[config.mk]
export PLATFORM = sky130hd
export DESIGN_NAME = clock_route_control_mux_n
export DESIGN_NICKNAME = d
export VERILOG_FILES = /design/src/rtl/clock_mux_pkg.sv /design/src/rtl/clock_sync_bit.sv /design/src/rtl/clock_route_control_mux_n.sv
export SDC_FILE = /design/constraint.sdc
export NUM_CORES = 1
export LEC_CHECK = 0
export CAP_MARGIN = 10
export CORE_ASPECT_RATIO = 0.7
export CORE_MARGIN = 1.5
export CORE_UTILIZATION = 40
export DETAILED_ROUTE_END_ITERATION = 8
export SYNTH_ARGS = -nofsm -noshare
export SYNTH_HDL_FRONTEND = slang
export SYNTH_SLANG_ARGS = --single-unit
[constraint.sdc]
create_clock -name clock -period 4.1 [get_ports clock]
set_input_delay 0.82 -clock clock [delete_from_list [all_inputs] [get_ports clock]]
set_output_delay 0.82 -clock clock [all_outputs]
set_load 0.01 [all_outputs]
[src/rtl/clock_mux_pkg.sv]
// Shared types and helpers for the break-before-make clock-route controller.
// Covers the FSM state encoding and the channel-index to one-hot decode.
package clock_mux_pkg;

    localparam int MAX_CH = 16;

    typedef enum logic [1:0] {
        CM_IDLE  = 2'd0,
        CM_ON    = 2'd1,
        CM_DRAIN = 2'd2
    } cm_state_t;

    // Out-of-range indices decode to all-zero so a bad select can never enable a path.
    function automatic logic [MAX_CH-1:0] onehot_idx(input logic [3:0] idx, input logic [4:0] n);
        logic [MAX_CH-1:0] vec;
        vec = {MAX_CH{1'b0}};
        if ({1'b0, idx} < n) begin
            vec[idx] = 1'b1;
        end else begin
            vec = {MAX_CH{1'b0}};
        end
        return vec;
    endfunction

endpackage

[src/rtl/clock_sync_bit.sv]
// Multi-flop synchroniser for one asynchronous level input.
// A synchronous reset clears every stage so no stale request survives reset.
module clock_sync_bit #(
    parameter int STAGES = 2
) (
    input  logic clock,
    input  logic sync_reset,
    input  logic async_in,
    output logic sync_out
);

    logic [STAGES-1:0] sync_r;

    // Shift chain; the first stage is the only one allowed to go metastable.
    always_ff @(posedge clock) begin
        if (sync_reset) begin
            sync_r <= {STAGES{1'b0}};
        end else begin
            sync_r <= {sync_r[STAGES-2:0], async_in};
        end
    end

    assign sync_out = sync_r[STAGES-1];

endmodule

[src/rtl/clock_route_control_mux_n.sv]
// Break-before-make controller driving one ICG enable per clock path.
// Priority arbitration in IDLE, no preemption while ON, fixed all-off drain between paths.
module clock_route_control_mux_n
    import clock_mux_pkg::*;
#(
    parameter int NUM_CH      = 4,
    parameter int SYNC_STAGES = 2,
    parameter int OFF_WAIT    = 4,
    localparam int CH_W       = $clog2(NUM_CH)
) (
    input  logic              clock,
    input  logic              sync_reset,
    input  logic [NUM_CH-1:0] async_enable,
    input  logic              async_test_en,
    input  logic [CH_W-1:0]   test_sel,
    output logic [NUM_CH-1:0] control_path_enable,
    output logic [NUM_CH-1:0] async_enable_ack,
    output logic              active_valid,
    output logic [CH_W-1:0]   active_sel,
    output logic              busy
);

    localparam int CNT_W = $clog2(OFF_WAIT + 1);
    localparam logic [CNT_W-1:0] CNT_RELOAD = CNT_W'(OFF_WAIT - 1);

    logic [NUM_CH-1:0] req_s;
    logic              tst_s;
    logic              win_valid_s;
    logic [CH_W-1:0]   win_idx_s;
    logic              req_cur_s;
    logic [NUM_CH-1:0] test_vec_s;

    cm_state_t         state_r;
    cm_state_t         state_n_s;
    logic [CNT_W-1:0]  cnt_r;
    logic [CNT_W-1:0]  cnt_n_s;
    logic [CH_W-1:0]   cur_r;
    logic [CH_W-1:0]   cur_n_s;

    logic [NUM_CH-1:0] enable_r;
    logic [NUM_CH-1:0] ack_r;
    logic              active_valid_r;
    logic [CH_W-1:0]   active_sel_r;
    logic              busy_r;

    for (genvar gi = 0; gi < NUM_CH; gi++) begin : g_req_sync
        clock_sync_bit #(.STAGES(SYNC_STAGES)) u_req_sync (
            .clock      (clock),
            .sync_reset (sync_reset),
            .async_in   (async_enable[gi]),
            .sync_out   (req_s[gi])
        );
    end

    clock_sync_bit #(.STAGES(SYNC_STAGES)) u_tst_sync (
        .clock      (clock),
        .sync_reset (sync_reset),
        .async_in   (async_test_en),
        .sync_out   (tst_s)
    );

    // Lowest requesting index wins; scanning downward leaves the lowest one last.
    always_comb begin
        win_valid_s = |req_s;
        win_idx_s   = {CH_W{1'b0}};
        for (int i = NUM_CH - 1; i >= 0; i--) begin
            win_idx_s = req_s[i] ? CH_W'(i) : win_idx_s;
        end
    end

    assign req_cur_s  = req_s[cur_r];
    assign test_vec_s = NUM_CH'(onehot_idx(4'(test_sel), 5'(NUM_CH)));

    // Next-state logic; test mode parks the FSM in DRAIN with a full count so exit honours the gap.
    always_comb begin
        state_n_s = state_r;
        cnt_n_s   = cnt_r;
        cur_n_s   = cur_r;
        if (tst_s) begin
            state_n_s = CM_DRAIN;
            cnt_n_s   = CNT_RELOAD;
        end else begin
            case (state_r)
                CM_IDLE: begin
                    if (win_valid_s) begin
                        state_n_s = CM_ON;
                        cur_n_s   = win_idx_s;
                    end else begin
                        state_n_s = CM_IDLE;
                    end
                end
                CM_ON: begin
                    if (!req_cur_s) begin
                        state_n_s = CM_DRAIN;
                        cnt_n_s   = CNT_RELOAD;
                    end else begin
                        state_n_s = CM_ON;
                    end
                end
                CM_DRAIN: begin
                    if (cnt_r == {CNT_W{1'b0}}) begin
                        state_n_s = CM_IDLE;
                    end else begin
                        cnt_n_s = cnt_r - CNT_W'(1);
                    end
                end
                default: begin
                    state_n_s = CM_IDLE;
                    cnt_n_s   = {CNT_W{1'b0}};
                end
            endcase
        end
    end

    // State and registered outputs; ack only follows an enable that was already high last cycle.
    always_ff @(posedge clock) begin
        if (sync_reset) begin
            state_r        <= CM_IDLE;
            cnt_r          <= {CNT_W{1'b0}};
            cur_r          <= {CH_W{1'b0}};
            enable_r       <= {NUM_CH{1'b0}};
            ack_r          <= {NUM_CH{1'b0}};
            active_valid_r <= 1'b0;
            active_sel_r   <= {CH_W{1'b0}};
            busy_r         <= 1'b0;
        end else begin
            state_r        <= state_n_s;
            cnt_r          <= cnt_n_s;
            cur_r          <= cur_n_s;
            enable_r       <= (state_n_s == CM_ON) ?
                              NUM_CH'(onehot_idx(4'(cur_n_s), 5'(NUM_CH))) : {NUM_CH{1'b0}};
            ack_r          <= (state_r == CM_ON && state_n_s == CM_ON) ? enable_r : {NUM_CH{1'b0}};
            active_valid_r <= (state_n_s == CM_ON);
            active_sel_r   <= (state_n_s == CM_ON) ? cur_n_s : {CH_W{1'b0}};
            busy_r         <= (state_n_s == CM_DRAIN);
        end
    end

    assign control_path_enable = tst_s ? test_vec_s : enable_r;
    assign async_enable_ack    = tst_s ? {NUM_CH{1'b0}} : ack_r;
    assign active_valid        = active_valid_r & ~tst_s;
    assign active_sel          = tst_s ? {CH_W{1'b0}} : active_sel_r;
    assign busy                = busy_r | tst_s;

endmodule

---- Word-level counts from Yosys, hierarchy flattened ----
Index checks and enable logic that the tools add are counted.
storage, ports and cells
  bits in registers ....................... 29
  bits of input ports ..................... 9
  output and inout bits ................... 12
  logic and storage cells ................. 71
cells by class
  add/subtract/negate cells ............... 1
  $lt $le $gt $ge ......................... 5
  equality and inequality tests ........... 9
  multiplexer cells ....................... 25
  bitwise logic cells ..................... 6
  reductions and logical operators ........ 11
operator list
  kind                                                                                  count
  2-bit 2-to-1 mux                                                                      12
  2-bit by 5-bit < comparator with 1-bit output (second input constant)                 2
  3-bit one-hot mux with 3 select lines                                                 1
  4-bit 2-to-1 mux                                                                      2
  3-bit 2-to-1 mux                                                                      2
  3-bit by 2-bit != test with 1-bit output (second input constant)                      2
  2-bit one-hot mux with 3 select lines                                                 1
  3-bit AND reduction                                                                   2
  2-bit OR reduction                                                                    3
  1-bit demux with 2-bit select                                                         2
  2-bit by 1-bit == test with 1-bit output (second input constant)                      2
  2-bit == test (second input constant)                                                 2
  2-bit by 1-bit greater-or-equal comparator with 1-bit output (second input constant)  2
  1-bit 2-to-1 mux                                                                      4
  2-bit != test (second input constant)                                                 2
  1-bit NOT                                                                             4
  4-bit OR reduction                                                                    1
  1-bit logical AND                                                                     3
  3-bit logical NOT                                                                     1
  2-bit by 3-bit < comparator with 1-bit output (second input constant)                 1
  3-bit by 1-bit subtractor with 3-bit output (second input constant)                   1
  1-bit binary-select mux with 2-bit select                                             1
  2-bit logical NOT                                                                     1
  2-bit by 1-bit != test with 1-bit output (second input constant)                      1
  2 further kinds                                                                       2

---- Logic depth before layout (Yosys ltp) ----
  depth in word-level cells ............... 11
  gate-level depth with buffers ........... 7
  depth with buffers taken out ............ 7

---- Cells and area by module ----
Synthesis repeated with hierarchy kept, for this count alone.
unflattened totals
  cell total of the unflattened synthesis .. 127
  area total of the unflattened synthesis .. 1219.9 um2
by module, submodules not included
  module                     instances  cells an instance  area an instance (um2)  sequential area each (um2)
  clock_route_control_mux_n  1          107                957.2                   380.4
  clock_sync_bit             5          4                  52.6                    40.0

---- Worst setup path before layout ----
Ideal clock, no wire load.
  path kind ............................... input port to output port
  from .................................... input port test_sel[1]
  to ...................................... output port control_path_enable[0]
  arrival time ............................ 1176 ps
  data required time ...................... 3280 ps
  setup slack ............................. 2104 ps
  stages on the path ...................... 1
  buffers on the path ..................... 0
  cells stage by stage .................... o31ai_1
between the ends
  longest elaborated chain between the ends .. 5
  elaborated cells between the ends (all ways) .. 6
  classes of those cells .................. 2 x order compare; 3 x mux; 1 x reduce/logical
ends and longest elaborated chain
  element                                                                                                                                              line                              text
  start, declared                                                                                                                                      clock_route_control_mux_n.sv:15   input logic [CH_W-1:0] test_sel,
  2-bit by 5-bit < comparator with 1-bit output (implied by the code) or 2-bit by 1-bit greater-or-equal comparator with 1-bit output (tied branches)  clock_mux_pkg.sv:18               vec[idx] = 1'b1;
  1-bit logical AND (implied by the code)                                                                                                              clock_mux_pkg.sv:18
  1-bit 2-to-1 mux (implied by the code)                                                                                                               clock_mux_pkg.sv:18
  1-bit demux with 2-bit select (*)                                                                                                                    clock_mux_pkg.sv:18
  4-bit 2-to-1 mux (*)                                                                                                                                 clock_route_control_mux_n.sv:139  assign control_path_enable = tst_s ? test_vec_s : enable_r;
  end, declared                                                                                                                                        clock_route_control_mux_n.sv:16   output logic [NUM_CH-1:0] control_path_enable,
Mark *: on every way between the ends. The rest lies on a longest branch, timed or not.

---- Worst setup path after layout ----
Same ends and word-level chain as after synthesis.

==> impl_results.md <==
- Final Hold Fails: 0
- Max cap viols: 0
- Hold-fix buffers, CTS: 0
- Sequential fraction of design power: 0.436
- Routed len/inst: 13.69 um
- Initial Utilization: 0.4291
- Clock Skews: 0.004839 ns
- Avg Vias per Cell: 5.183
- Routed WL: 2.615 mm
- Synth top area share: 0.4759
- Initial antenna violation count: 0
- Power share of the clock group: 0.442
- Crit. End Element: output pin
- Tmin final: 2.931 ns
- Antenna diodes: 0
- Area Overhead vs Synth: 30.56%
- Nets: 169
- Setup_tns: 0 ns
- Post-DP Area: approximately 0.0015 mm2
- Ys flop type: dfxtp_1
- H-tree Lvls: 2
- Post-CTS Setup Inserts: 0
- Post_cts resized: 0
- Die span in x: 69.01 um
- Clk_lat worst skew: around 0.28 ns
- Leakage: approximately 0.59 nW
- Status: completed
- Pwr Density: 436.9 mW/mm2
- Routability cong.: roughly 0.80
- Top post-synthesis cells by area: dfxtp_1, nor2b_1, ha_1, inv_1, o31ai_1
- Synth Register Bits: 29
- Most frequent cell after synthesis: dfxtp_1
- First-pass GRT wire length: 4.374 mm
- EDFF count, synth: 0
- Vias in the first global route: between 900 and 1k
- Worst-path clk slew: 0.06 ns
- Crit path required time: 3.28 ns
- Filler cells: 256
- Clk sinks: 29
- DR vias: 990
- I/O Pins: 21
- Post-Synthesis Cells: 127
- TritonRoute pass-1 iters: 4
- Slew Limit Fails: 0
- R2r setup slk: ~2.1 ns
- Final WS setup: 1.169 ns
- Layout cells sized above 1: 0.09032
- Final Cell Area: between 0.0015 and 0.002 mm2
- Int Power: 0.0005317 W
- Site Rows: 16
- Fmax: 0.3411 GHz
- CP Class: in2out
- Core Area: 0.002843 mm2
- CP Max Fanout: 4
- 1st-iter DRT viols: 46
- CP arrival: between 2 and 2.5 ns
- Sequential cell area: 580.6 um2
- Startpoint types: primary input
- Post-detail-place hpwl: 1.886 mm
- Die ar.: 0.003395 mm2
- Setup violators final: 0
- Final period util: 0.7150
- Final ANT Viol Nets: 0
- DRC Markers: 0
- Max VDD drop: 0.2760 mV
- Distinct cell type count after synthesis: 31
- CTS tree: built
- NetSw: ~0.00016 W
- Chip height: 49.21 um
- Syn_nets: 142
- Multi-input logic area: roughly 590 um2
- Tot GR Track Use: 0.1706
- Gr ovfl total: 0
- CTS buffer count: 5
- Yosys top cell by area: dfxtp_1
- Root Buffer: clkbuf_8
- Sw frac: 0.2360
- Synth async-reset ratio: 0
- Avg Cell Area, Syn: ~9.6 um2
- RSZ-0062 raised after global routing: false
- Slew HR: 0.5709
- Register area share after synthesis: 0.4759
- Synthesis Warnings: 0
- Synth top cells by count: dfxtp_1, nor2b_1, inv_1, o21ai_0
- Synthesized area: 0.001220 mm2
- PortBufs: 20
- Hold WC Path Type: reg2reg
- Maximum clock path buffer count: 2
- Worst-Margin Slew: 0.6370 ns
- Logic gate share of total power: 0.122
- Post-Place Setup Slack: between 1 and 1.5 ns
- Largest net degree at the start of global routing: 18
layout by cell type (no fill, tap or decap), types with 2 or more instances in the layout:
cell	instances
ha_1	6
a21oi_1	3
or4_1	2
clkbuf_8	6
buf_4	2
dfxtp_1	29
o21ai_0	7
and3_1	2
nor2b_1	20
nor2_1	6
inv_1	11
nor3_1	5
mux2i_1	2
o31ai_1	5
nand2_1	5
nor3b_1	2
nand4b_1	3
a31oi_1	2
clkdlybuf4s50_1	20
o21a_1	2
state kept, by name (all words and copies together), names as in the netlist:
register,flops
u_tst_sync.sync_r,2
active_valid_r,1
busy_r,1
active_sel_r,2
cur_r,2
ack_r,4
enable_r,4
cnt_r,3
state_r,2
g_req_sync.u_req_sync.sync_r,8
power by group through the flow:
stage	logic [W]	registers (W)	clock network (W)
floorplan	0.0000523	0.000307	0
global placement	0.0000821	0.000309	0
detailed placement	0.0000844	0.000309	0
CTS	0.0000853	0.000303	0.000313
global route	0.0000949	0.000305	0.000325
finish	0.0000851	0.000303	0.000308
worst max-delay path, stage by stage:
cell	delay, ns
clkdlybuf4s50_1	0.46
o31ai_1	0.26
clkdlybuf4s50_1	0.58
cell type report:
class | count | area share
clock buffers | 6 | 0.05185
clock inverters | 2 | 0.02357
well taps | 36 | 0.02828
inverters | 11 | 0.02592
multi-input cells | 85 | 0.3708
repair buffers | 22 | 0.1351
flip-flops and latches | 29 | 0.3645
stage by stage:
step | cells | total power (W) | hold slack, ns | util
after detailed placement | 183 | 0.0003937 | 0.4236 | 0.5180
after global routing | 191 | 0.0007243 | 0.4571 | 0.5603
after CTS | 191 | 0.0007017 | 0.4385 | 0.5603
after floorplan | 127 | 0.0003595 | 0.4138 | -
after global placement | 183 | 0.0003907 | 0.4191 | 0.5180
final | 191 | 0.0006960 | 0.4347 | 0.5603
kinds of logic after synthesis:
logic type      synth area share
compound gates            0.1487
simple gates              0.2390
buf+inv                  0.04000
fa+ha+maj                0.06154
flops                     0.4759
mux                      0.03487
routing by layer:
layer  vias to the layer above  global-route usage  wire, um
met5                         -                   0         0
met4                         0             0.06863        24
li1                        500                   -         -
met2                        17              0.2772      1211
met1                       469              0.2064      1274
met3                         4             0.06198       105
final timing paths:
path | start | end | depth (start not counted)
worst min-delay path | g_req_sync[3].u_req_sync.sync_r[0] | g_req_sync[3].u_req_sync.sync_r[1] | 1
worst max register to register | state_r[1] | enable_r[2] | 6
worst max-delay path | test_sel[1] | control_path_enable[0] | 3
worst min register to register | g_req_sync[3].u_req_sync.sync_r[0] | g_req_sync[3].u_req_sync.sync_r[1] | 1
(Power assumes the default switching activity.)
